$ cat config.mk
export PLATFORM = sky130hd
export DESIGN_NAME = matrix_input_collector
export DESIGN_NICKNAME = d
export VERILOG_FILES = /design/src/rtl/matrix_input_collector.sv
export SDC_FILE = /design/constraint.sdc
export NUM_CORES = 1
export LEC_CHECK = 0
export CAP_MARGIN = 20
export CORE_MARGIN = 2
export CORE_UTILIZATION = 43
export CTS_CLUSTER_SIZE = 40
export DETAILED_ROUTE_END_ITERATION = 12
export PLACE_DENSITY_LB_ADDON = 0.3
export SLEW_MARGIN = 20
export SYNTH_ARGS = -nofsm -noshare
export SYNTH_HDL_FRONTEND = slang
export SYNTH_SLANG_ARGS = --single-unit
$ cat constraint.sdc
create_clock -name clk -period 2.75 [get_ports clk]
set_input_delay 0.275 -clock clk [delete_from_list [all_inputs] [get_ports clk]]
set_output_delay 0.275 -clock clk [all_outputs]
set_load 0.1 [all_outputs]
$ cat src/rtl/matrix_input_collector.sv
// rtl/matrix_input_collector.sv - collects an r x c matrix of range-checked elements into a flat buffer
//
// Purpose:
//   Accepts a dimension request (1..5 rows, 1..5 columns). It then gathers r*c
//   elements in arrival order into 25 fixed slots and flags completion with a
//   level 'done' until the consumer acknowledges. The block rejects illegal
//   dimensions (dim_err level) and out-of-range elements (value_err pulse).
//   'abort' cancels from any state. All outputs come straight from flops.
//
// Ports:
//   clk, reset_n          rising-edge clock, asynchronous active-low reset
//   start, r_in, c_in     begin a matrix with the requested dimensions (IDLE only)
//   in_valid, in_data     element offer; in_ready high while collecting
//   ack                   releases DONE or ERROR back to IDLE
//   abort                 cancel to IDLE from any state, clearing buffer and count
//   data_out              slot k on bits [k*DATA_WIDTH +: DATA_WIDTH], k = 0..24
//   r_out, c_out, count   latched dimensions and number of accepted elements
//   done, dim_err         status levels
//   value_err             one-cycle pulse after a rejected element
module matrix_input_collector #(
  parameter int DATA_WIDTH = 9,
  parameter int MAX_VAL    = 9
) (
  input  logic                    clk,
  input  logic                    reset_n,
  input  logic                    start,
  input  logic [2:0]              r_in,
  input  logic [2:0]              c_in,
  input  logic                    in_valid,
  input  logic [DATA_WIDTH-1:0]   in_data,
  output logic                    in_ready,
  input  logic                    ack,
  input  logic                    abort,
  output logic [25*DATA_WIDTH-1:0] data_out,
  output logic [2:0]              r_out,
  output logic [2:0]              c_out,
  output logic [4:0]              count,
  output logic                    done,
  output logic                    dim_err,
  output logic                    value_err
);

  typedef enum logic [1:0] {
    S_IDLE    = 2'd0,
    S_COLLECT = 2'd1,
    S_DONE    = 2'd2,
    S_ERROR   = 2'd3
  } state_t;

  localparam logic [DATA_WIDTH-1:0] MAX_V = DATA_WIDTH'(MAX_VAL);

  state_t                    state_q, state_d;
  logic [25*DATA_WIDTH-1:0]  data_q, data_d;
  logic [2:0]                r_q, r_d;
  logic [2:0]                c_q, c_d;
  logic [4:0]                count_q, count_d;
  logic                      in_ready_q, in_ready_d;
  logic                      done_q, done_d;
  logic                      dim_err_q, dim_err_d;
  logic                      value_err_q, value_err_d;

  // Six bits so that the product of any 3-bit pair (up to 49) never wraps.
  logic [5:0] total;
  logic [5:0] count_inc;
  logic       dims_ok;
  logic       transfer;
  logic       in_range;

  assign total     = {3'b000, r_q} * {3'b000, c_q};
  assign count_inc = {1'b0, count_q} + 6'd1;
  assign dims_ok   = (r_in != 3'd0) && (r_in <= 3'd5) && (c_in != 3'd0) && (c_in <= 3'd5);
  // in_ready_q is only ever high in COLLECT, so it doubles as the state qualifier.
  assign transfer  = in_valid && in_ready_q;
  assign in_range  = (in_data <= MAX_V);

  always_ff @(posedge clk or negedge reset_n) begin
    if (!reset_n) begin
      state_q     <= S_IDLE;
      data_q      <= '0;
      r_q         <= '0;
      c_q         <= '0;
      count_q     <= '0;
      in_ready_q  <= 1'b0;
      done_q      <= 1'b0;
      dim_err_q   <= 1'b0;
      value_err_q <= 1'b0;
    end else begin
      state_q     <= state_d;
      data_q      <= data_d;
      r_q         <= r_d;
      c_q         <= c_d;
      count_q     <= count_d;
      in_ready_q  <= in_ready_d;
      done_q      <= done_d;
      dim_err_q   <= dim_err_d;
      value_err_q <= value_err_d;
    end
  end

  always_comb begin
    state_d     = state_q;
    data_d      = data_q;
    r_d         = r_q;
    c_d         = c_q;
    count_d     = count_q;
    in_ready_d  = in_ready_q;
    done_d      = done_q;
    dim_err_d   = dim_err_q;
    value_err_d = 1'b0;

    if (abort) begin
      state_d    = S_IDLE;
      data_d     = '0;
      count_d    = '0;
      in_ready_d = 1'b0;
      done_d     = 1'b0;
      dim_err_d  = 1'b0;
    end else begin
      case (state_q)
        S_IDLE: begin
          if (start) begin
            if (dims_ok) begin
              state_d    = S_COLLECT;
              r_d        = r_in;
              c_d        = c_in;
              data_d     = '0;
              count_d    = '0;
              in_ready_d = 1'b1;
            end else begin
              state_d   = S_ERROR;
              dim_err_d = 1'b1;
            end
          end
        end

        S_COLLECT: begin
          if (transfer) begin
            if (in_range) begin
              // Decoded write keeps the slot index in range for every count value.
              for (int k = 0; k < 25; k++) begin
                if (count_q == 5'(k)) begin
                  data_d[k*DATA_WIDTH +: DATA_WIDTH] = in_data;
                end
              end
              count_d = count_inc[4:0];
              if (count_inc == total) begin
                state_d    = S_DONE;
                in_ready_d = 1'b0;
                done_d     = 1'b1;
              end
            end else begin
              value_err_d = 1'b1;
            end
          end
        end

        S_DONE: begin
          if (ack) begin
            state_d = S_IDLE;
            done_d  = 1'b0;
          end
        end

        S_ERROR: begin
          if (ack) begin
            state_d   = S_IDLE;
            dim_err_d = 1'b0;
          end
        end

        default: begin
          state_d    = S_IDLE;
          in_ready_d = 1'b0;
          done_d     = 1'b0;
          dim_err_d  = 1'b0;
        end
      endcase
    end
  end

  assign data_out  = data_q;
  assign r_out     = r_q;
  assign c_out     = c_q;
  assign count     = count_q;
  assign in_ready  = in_ready_q;
  assign done      = done_q;
  assign dim_err   = dim_err_q;
  assign value_err = value_err_q;

endmodule

==> flow_summary.ini, run 1 <==
[logic_synthesis]
ys.flop_type = dfrtp_1
synthSimpleGateAreaFrac = 0.144
async_flop_share = 1.00
syn_inst = 667
synth-edff-count = 0
synth_top_family_by_area = simple AND/OR/NAND/NOR gates
ys_seq_area_frac = 0.644
synth_xor_area_frac = 0.00838
postSynthNetCount = 700
synth_area_um2 = 9410
avgSynthCellArea_um2 = 14.1
synthAdderAreaFrac = 0.0176
synth_compound_area_frac = 0.0319
synth.distinct_cells = 42
ys_ff_latch = 242
synthMuxAreaShare = 0.133
synth_warnings = 0

[place]
post_dp_cell_area_um2 = 11800
place.gp.congestion = 0.792
hpwlAfterDp_um = 15700
io_buffers = 260

[clocking]
cts-root-buf = clkbuf_16
htree_levels = 1
cts.sinks = 242
worstSkewPairLatency_ps = 510
post-cts-setup-buffers = 0
cts_tree = built
numCtsBuffers = 25
cts.clk_slew.worst_paths_ps = 60
clk_path_buf_depth = 3

[worst_setup_path]
cp-end-kind = flop
critPathLaunchType = flop
crit_arrival_ps = 3130
r2r-end = done
ff2ff_path_depth = 9
crit_fanout = 5
crit_type = flop to flop
r2r_slack_ps = 20
crit_required_ps = 3150
rr_startpoint = r_out[1]

[drt]
drc_errors = 0
avgViaCountPerCell = 4.86
drt_wl_total_um = 22200
firstDrtPassIters = 4
ant_nets = 0
vias = 6026
drt_iter0_drc = 235
wl_per_cell_um = 17.9

[global_route]
grt_pass1_vias = 6262
grt_busiest_layer = met2
use_met2 = 0.297
grt_max_degree = 84
grt_pass1_wl_um = 35800
grt_overflow = 0
antenna_found_initial = 0
grt_util_met1 = 0.269
grtUsageMet3 = 0.0508
grt.total_usage = 0.191

[floorplanning]
core_area_um2 = 21600
pin_count = 261
rows = 54
die_h_um = 152
initial_core_util = 0.435
die_x_um = 152
die_area_um2 = 23100

[job]
max_cap_violations = 0

[final_layout]
final_cell_area_um2 = 12700
utilization = 0.587
num-nets-final = 977
drive_gt1_frac = 0.460
fillers = 1801
n_antenna_cell = 0
area_delta_synth_final_pct = 35.0

[timing]
setup_viol = 0
slew_viol_final = 0
rsz0062_at_grt = yes
timing.fmax_mhz = 367
timing.final.crit_share = 0.992
hold_viol_final = 0
relSlewSlack = 0.308
worst_pin_slew_ps = 1040
post-route-min-period_ps = 2730
skew_ps = 7.27

[pwr]
p_per_area_nw_per_um2 = 1090
p_leak_nw = 6.83
worst_ir_drop_vdd_mv = 0.938

[outcome]
outcome = finished clean

[min_path]
hp-class = input pin to asynchronous set/reset pin
-- per-layer routing --
metal / vias to the layer above / part of all wire
li1: 2775 / -
met1: 3025 / 0.45
met2: 195 / 0.46
met3: 31 / 0.070
met4: 0 / 0.024
met5: - / 0
-- layout by cell type, fill, tap and decap left out, drive strengths merged, types with 4 or more instances in the layout --
| cell | count |
|---|---|
| a21o | 8 |
| a21oi | 19 |
| and2 | 49 |
| and2b | 42 |
| and3 | 8 |
| buf | 263 |
| clkbuf | 37 |
| clkdlybuf4s50 | 19 |
| dfrtp | 242 |
| ha | 10 |
| inv | 6 |
| mux2 | 106 |
| nand2 | 13 |
| nand3 | 10 |
| nand4 | 4 |
| nor2 | 25 |
| nor2b | 50 |
| o21ai | 7 |
| xnor2 | 8 |
-- state kept, by name, indices dropped and copies added (netlist names) --
name / count
r_out: 3
value_err: 1
done: 1
c_out: 3
count: 5
dim_err: 1
data_out: 225
in_ready: 1
state_q: 2
-- synthesized netlist by cell type (6+ instances only) --
| master | n | area (um2) |
|---|---|---|
| mux2_4 | 16 | 240 |
| and3_1 | 8 | 50.1 |
| nand2_1 | 13 | 48.8 |
| a21o_1 | 8 | 60.1 |
| buf_6 | 6 | 67.6 |
| buf_2 | 9 | 45.0 |
| mux2_2 | 90 | 1010 |
| xnor2_1 | 8 | 70.1 |
| clkbuf_1 | 13 | 48.8 |
| and2b_1 | 42 | 315 |
| nand3_1 | 10 | 50.1 |
| ha_1 | 10 | 125 |
| nor2b_1 | 50 | 313 |
| and2_1 | 49 | 307 |
| a21oi_1 | 19 | 95.1 |
| nor2_2 | 16 | 100 |
| nor2_1 | 8 | 30.0 |
| dfrtp_1 | 242 | 6060 |
| o21ai_0 | 7 | 35.0 |
-- metrics by stage --
| step | total power [mW] | setup slack (ps) | TNS, ps | std cells | hold WS (ps) |
|---|---|---|---|---|---|
| final | 13.9 | 22.8 | 0 | 1241 | 345 |
| after global placement | 10.4 | 41.2 | 0 | 1196 | 319 |
| after global routing | 14.4 | -105 | -318 | 1241 | 377 |
| after detailed placement | 10.5 | -2.88 | -5.62 | 1196 | 323 |
| after floorplan | 9.03 | -81.2 | -260 | 667 | -20.6 |
| after CTS | 14.0 | 0.978 | 0 | 1241 | 338 |
-- worst max path at each step --
| stage | start | endpoint | slack [ps] | cells past startpoint |
|---|---|---|---|---|
| CTS | r_out[1] | in_ready | 1 | 9 |
| finish | r_out[1] | done | 20 | 9 |
| global placement | r_out[1] | state_q[0] | 40 | 9 |
| global route | r_out[1] | in_ready | -100 | 9 |
| floorplan | c_out[2] | in_ready | -80 | 9 |
| detailed placement | r_out[1] | in_ready | -3 | 9 |
-- cell type report --
class,count,area [um2],share of cell area
Clock buffer,37,731,0.0575
Clock inverter,7,120,0.00946
Inverter,5,18.8,0.00148
Multi-Input combinational cell,387,3180,0.251
Sequential cell,242,6080,0.479
Tap cell,280,350,0.0276
Timing Repair Buffer,283,2220,0.175
-- cell families (layout without fill, tap and decap cells) --
kind of cell,after synthesis,count (layout)
multiplexers,106,106
AO/OA/AOI/OAI,46,46
XOR/XNOR,9,9
flip-flops,242,242
buffers and inverters,38,332
adder cells (fa/ha/maj),12,12
AND/OR/NAND/NOR,214,214
-- report_power, final --
group | switching [mW] | internal (mW)
combinational | 4.47 | 1.60
sequential | 0.295 | 4.01
clock | 1.36 | 2.12
total | 6.13 | 7.72
-- what timing repair did --
action | in CTS | in global routing
endpoints found under the setup margin | 0 | 4
hold buffers | 1 | 0
resized for setup | 0 | 2
endpoints found under the hold margin | 80 | 0
-- worst max-delay path: stages (launching register included) --
cell,delay [ps]
dfrtp_4,500
and2_4,170
fa_1,500
ha_2,190
fa_1,450
xnor2_2,150
xnor2_1,140
nand3_1,110
nor4_4,60
o311a_1,350
Power figures use the tool's default switching activity.
==> run 2: changes to the inputs <==
- ABC_AREA: not set -> 1
==> run 2 against run 1 <==
  * Via count grew 20%
  * Final cell count is 27% higher
  * First-iteration DRC count rose by 26%
  * Critical endpoint is now in_ready
  * Register-to-register slack improved by 180 ps
  * Area after synthesis down 0.57%
  * Clock skew rose by 0.69 ps
  * Critical path depth is 5 higher
  * Power grew 5.4%
  * Routed wire length rose by 5.7%
  * Sequential share of layout area down 0.11 points
==> flow_summary.ini, run 2 <==
[logic_synthesis]
synth_top_area_cell = dfrtp_1
synth_area_um2 = 9350
yosysTopAreaCellShare = 0.648
async_flop_share = 1.00
ys_top_cells_by_count = dfrtp_1 (242), nand2_1 (199), inv_1 (185), nor2_1 (147), o21ai_0 (85)
syn_inst = 997
yosys-top-cells-area = dfrtp_1 (65%), nand2_1 (8.0%), inv_1 (7.4%)
synthMostInstantiatedCell = dfrtp_1
ys_seq_area_frac = 0.648
avgSynthCellArea_um2 = 9.38
ys_ff_latch = 242
synth-edff-count = 0
postSynthNetCount = 1030
synth_warnings = 0
ys.flop_type = dfrtp_1
synth.distinct_cells = 30

[timing]
timing.fmax_mhz = 393
fin_setup_tns_ps = 0
worst_pin_slew_ps = 582
setup_viol = 0
slew_viol_final = 0
relSlewSlack = 0.612
hold_slack_ps = 307
post-route-min-period_ps = 2540
timing.final.crit_share = 0.925
setup_ws_ps = 205
hold_viol_final = 0
skew_ps = 7.96
rsz0062_at_grt = no

[worst_setup_path]
cp-end-kind = flop
crit_arrival_ps = 2940
rr_startpoint = r_out[0]
ff2ff_path_depth = 14
crit_fanout = 6
cp_top_family = adder cells
crit_start = r_out[0]
critPathLaunchType = flop
cp.depth = 14
r2r_slack_ps = 210
cp-endpoint = in_ready
slowest_stage = fa_1
crit_required_ps = 3140
crit_type = flop to flop
path_buf_inv = 1
cpMostUsedCell = nand2_1
r2r-end = in_ready
cpPeakStageDelay_ps = 480
crit_chain = nand2_1 -> inv_1 -> fa_1 -> ha_1 -> fa_1 -> xor2_1 -> nand2_1 -> nand2_1 -> nor2_1 -> nand2_1 -> nand2_2 -> nand2_1 -> nand2_1 -> nand2_1

[drt]
avgViaCountPerCell = 4.57
vias = 7223
drc_errors = 0
firstDrtPassIters = 4
wl_per_cell_um = 14.8
ant_nets = 0
drt_iter0_drc = 296
drt_wl_total_um = 23400

[global_route]
grt_max_degree = 76
grt_pass1_vias = 7068
grt_overflow = 0
grt.total_usage = 0.204
antenna_found_initial = 0
grt_pass1_wl_um = 37100

[outcome]
outcome = finished clean

[place]
pre_cts_ws_ps = 158
hpwlAfterDp_um = 17100
place.gp.congestion = 0.788
io_buffers = 260
post_dp_cell_area_um2 = 11800

[min_path]
hp-class = input pin to asynchronous set/reset pin

[final_layout]
most-common-layout-cells = buf_4 (257), dfrtp_1 (236), nand2_1 (198), inv_1 (185), nor2_1 (146)
area_delta_synth_final_pct = 35.8
multiInputGateArea_um2 = 2470
fillers = 1880
drive_gt1_frac = 0.259
final_common_cell = buf_4
final_cell_area_um2 = 12700
regArea_um2 = 6060
num-nets-final = 1321
largest_reg_flops = 225
utilization = 0.600
n_antenna_cell = 0

[clocking]
cts_tree = built
clk_path_buf_depth = 3
cts-root-buf = clkbuf_16
htree_levels = 1
cts.sinks = 242
worstSkewPairLatency_ps = 520
post-cts-setup-buffers = 0
numCtsBuffers = 26
cts.clk_slew.worst_paths_ps = 60

[floorplanning]
die_h_um = 151
initial_core_util = 0.442
die_area_um2 = 22900
pin_count = 261
core_area_um2 = 21200
rows = 53
die_x_um = 151

[job]
max_cap_violations = 0

[pwr]
worst_ir_drop_vdd_mv = 0.741
p_per_area_nw_per_um2 = 1150
p_leak_nw = 6.61
[run 2: cell types whose count changed after synthesis, sizes merged, moves of 8 or more]
cell   delta
a21o      -8
nor2b    -50
o21ai   +106
inv     +192
nand2   +199
and2b    -42
a21oi    -15
mux2    -106
nor2    +123
buf      -13
and2     -49
nand3    +15
[run 2: area by class of cell]
class / instances / share of cell area
multi-input cells: 540 / 0.194
flip-flops and latches: 242 / 0.477
inverters: 198 / 0.0585
repair buffers: 280 / 0.172
well taps: 275 / 0.0271
clock buffers: 35 / 0.0570
clock inverters: 10 / 0.0135
[run 2: timing repair]
| action | 4_1_cts | 5_1_grt |
|---|---|---|
| hold buffers | 1 | 0 |
| setup endpoints to repair | 0 | 3 |
| resized for setup | 0 | 1 |
| endpoints found under the hold margin | 71 | 0 |
[run 2: power breakdown]
part	internal (mW)	switching, mW
Combinational	1.23	5.40
Clock	2.23	1.38
Sequential	4.02	0.337
[run 2: cells by family after synthesis]
logic type,after synthesis,synth area share
AOI/OAI and AO/OA,123,0.0672
xor gates and xnor gates,3,0.00281
adders and majority gates,12,0.0177
buffers and inverters,215,0.0895
DFF,242,0.648
and+or+nand+nor,402,0.175
[run 2: worst min-delay path by stage]
stage,from,endpoint,depth (start not counted)
finish,reset_n,data_out[44],2
global route,reset_n,data_out[44],2
CTS,reset_n,data_out[160],2
detailed placement,reset_n,data_out[44],1
global placement,reset_n,data_out[40],1
floorplan,reset_n,c_out[0],0
[run 2: stage by stage]
stage / std cells / total power, mW
3_3_place_gp: 1534 / 11.0
5_1_grt: 1580 / 15.4
4_1_cts: 1580 / 14.7
2_1_floorplan: 997 / 9.39
3_5_place_dp: 1534 / 11.1
6_report: 1580 / 14.6
[run 2: worst reg2reg max path, stage by stage, from the launching register on]
cell and delay, ps:
dfrtp_2 440, nand2_1 70, inv_1 50, fa_1 480
ha_1 240, fa_1 420, xor2_1 160, nand2_1 60
nand2_1 40, nor2_1 90, nand2_1 70, nand2_2 110
nand2_1 80, nand2_1 60, nand2_1 40
[run 2: layer usage]
metal  up-vias  wire length [um]  global-route usage
met4         0               561              0.0579
met5         -                 0                   0
met1      3405             10300               0.274
li1       3584                 -                   -
met3        34              1460              0.0383
met2       200             11200               0.339
==> run 3: changes to the inputs <==
- CAP_MARGIN: 20 -> not set
==> results of run 3 <==
Same layout as run 2: the final DEF is identical, and so are final timing and power.
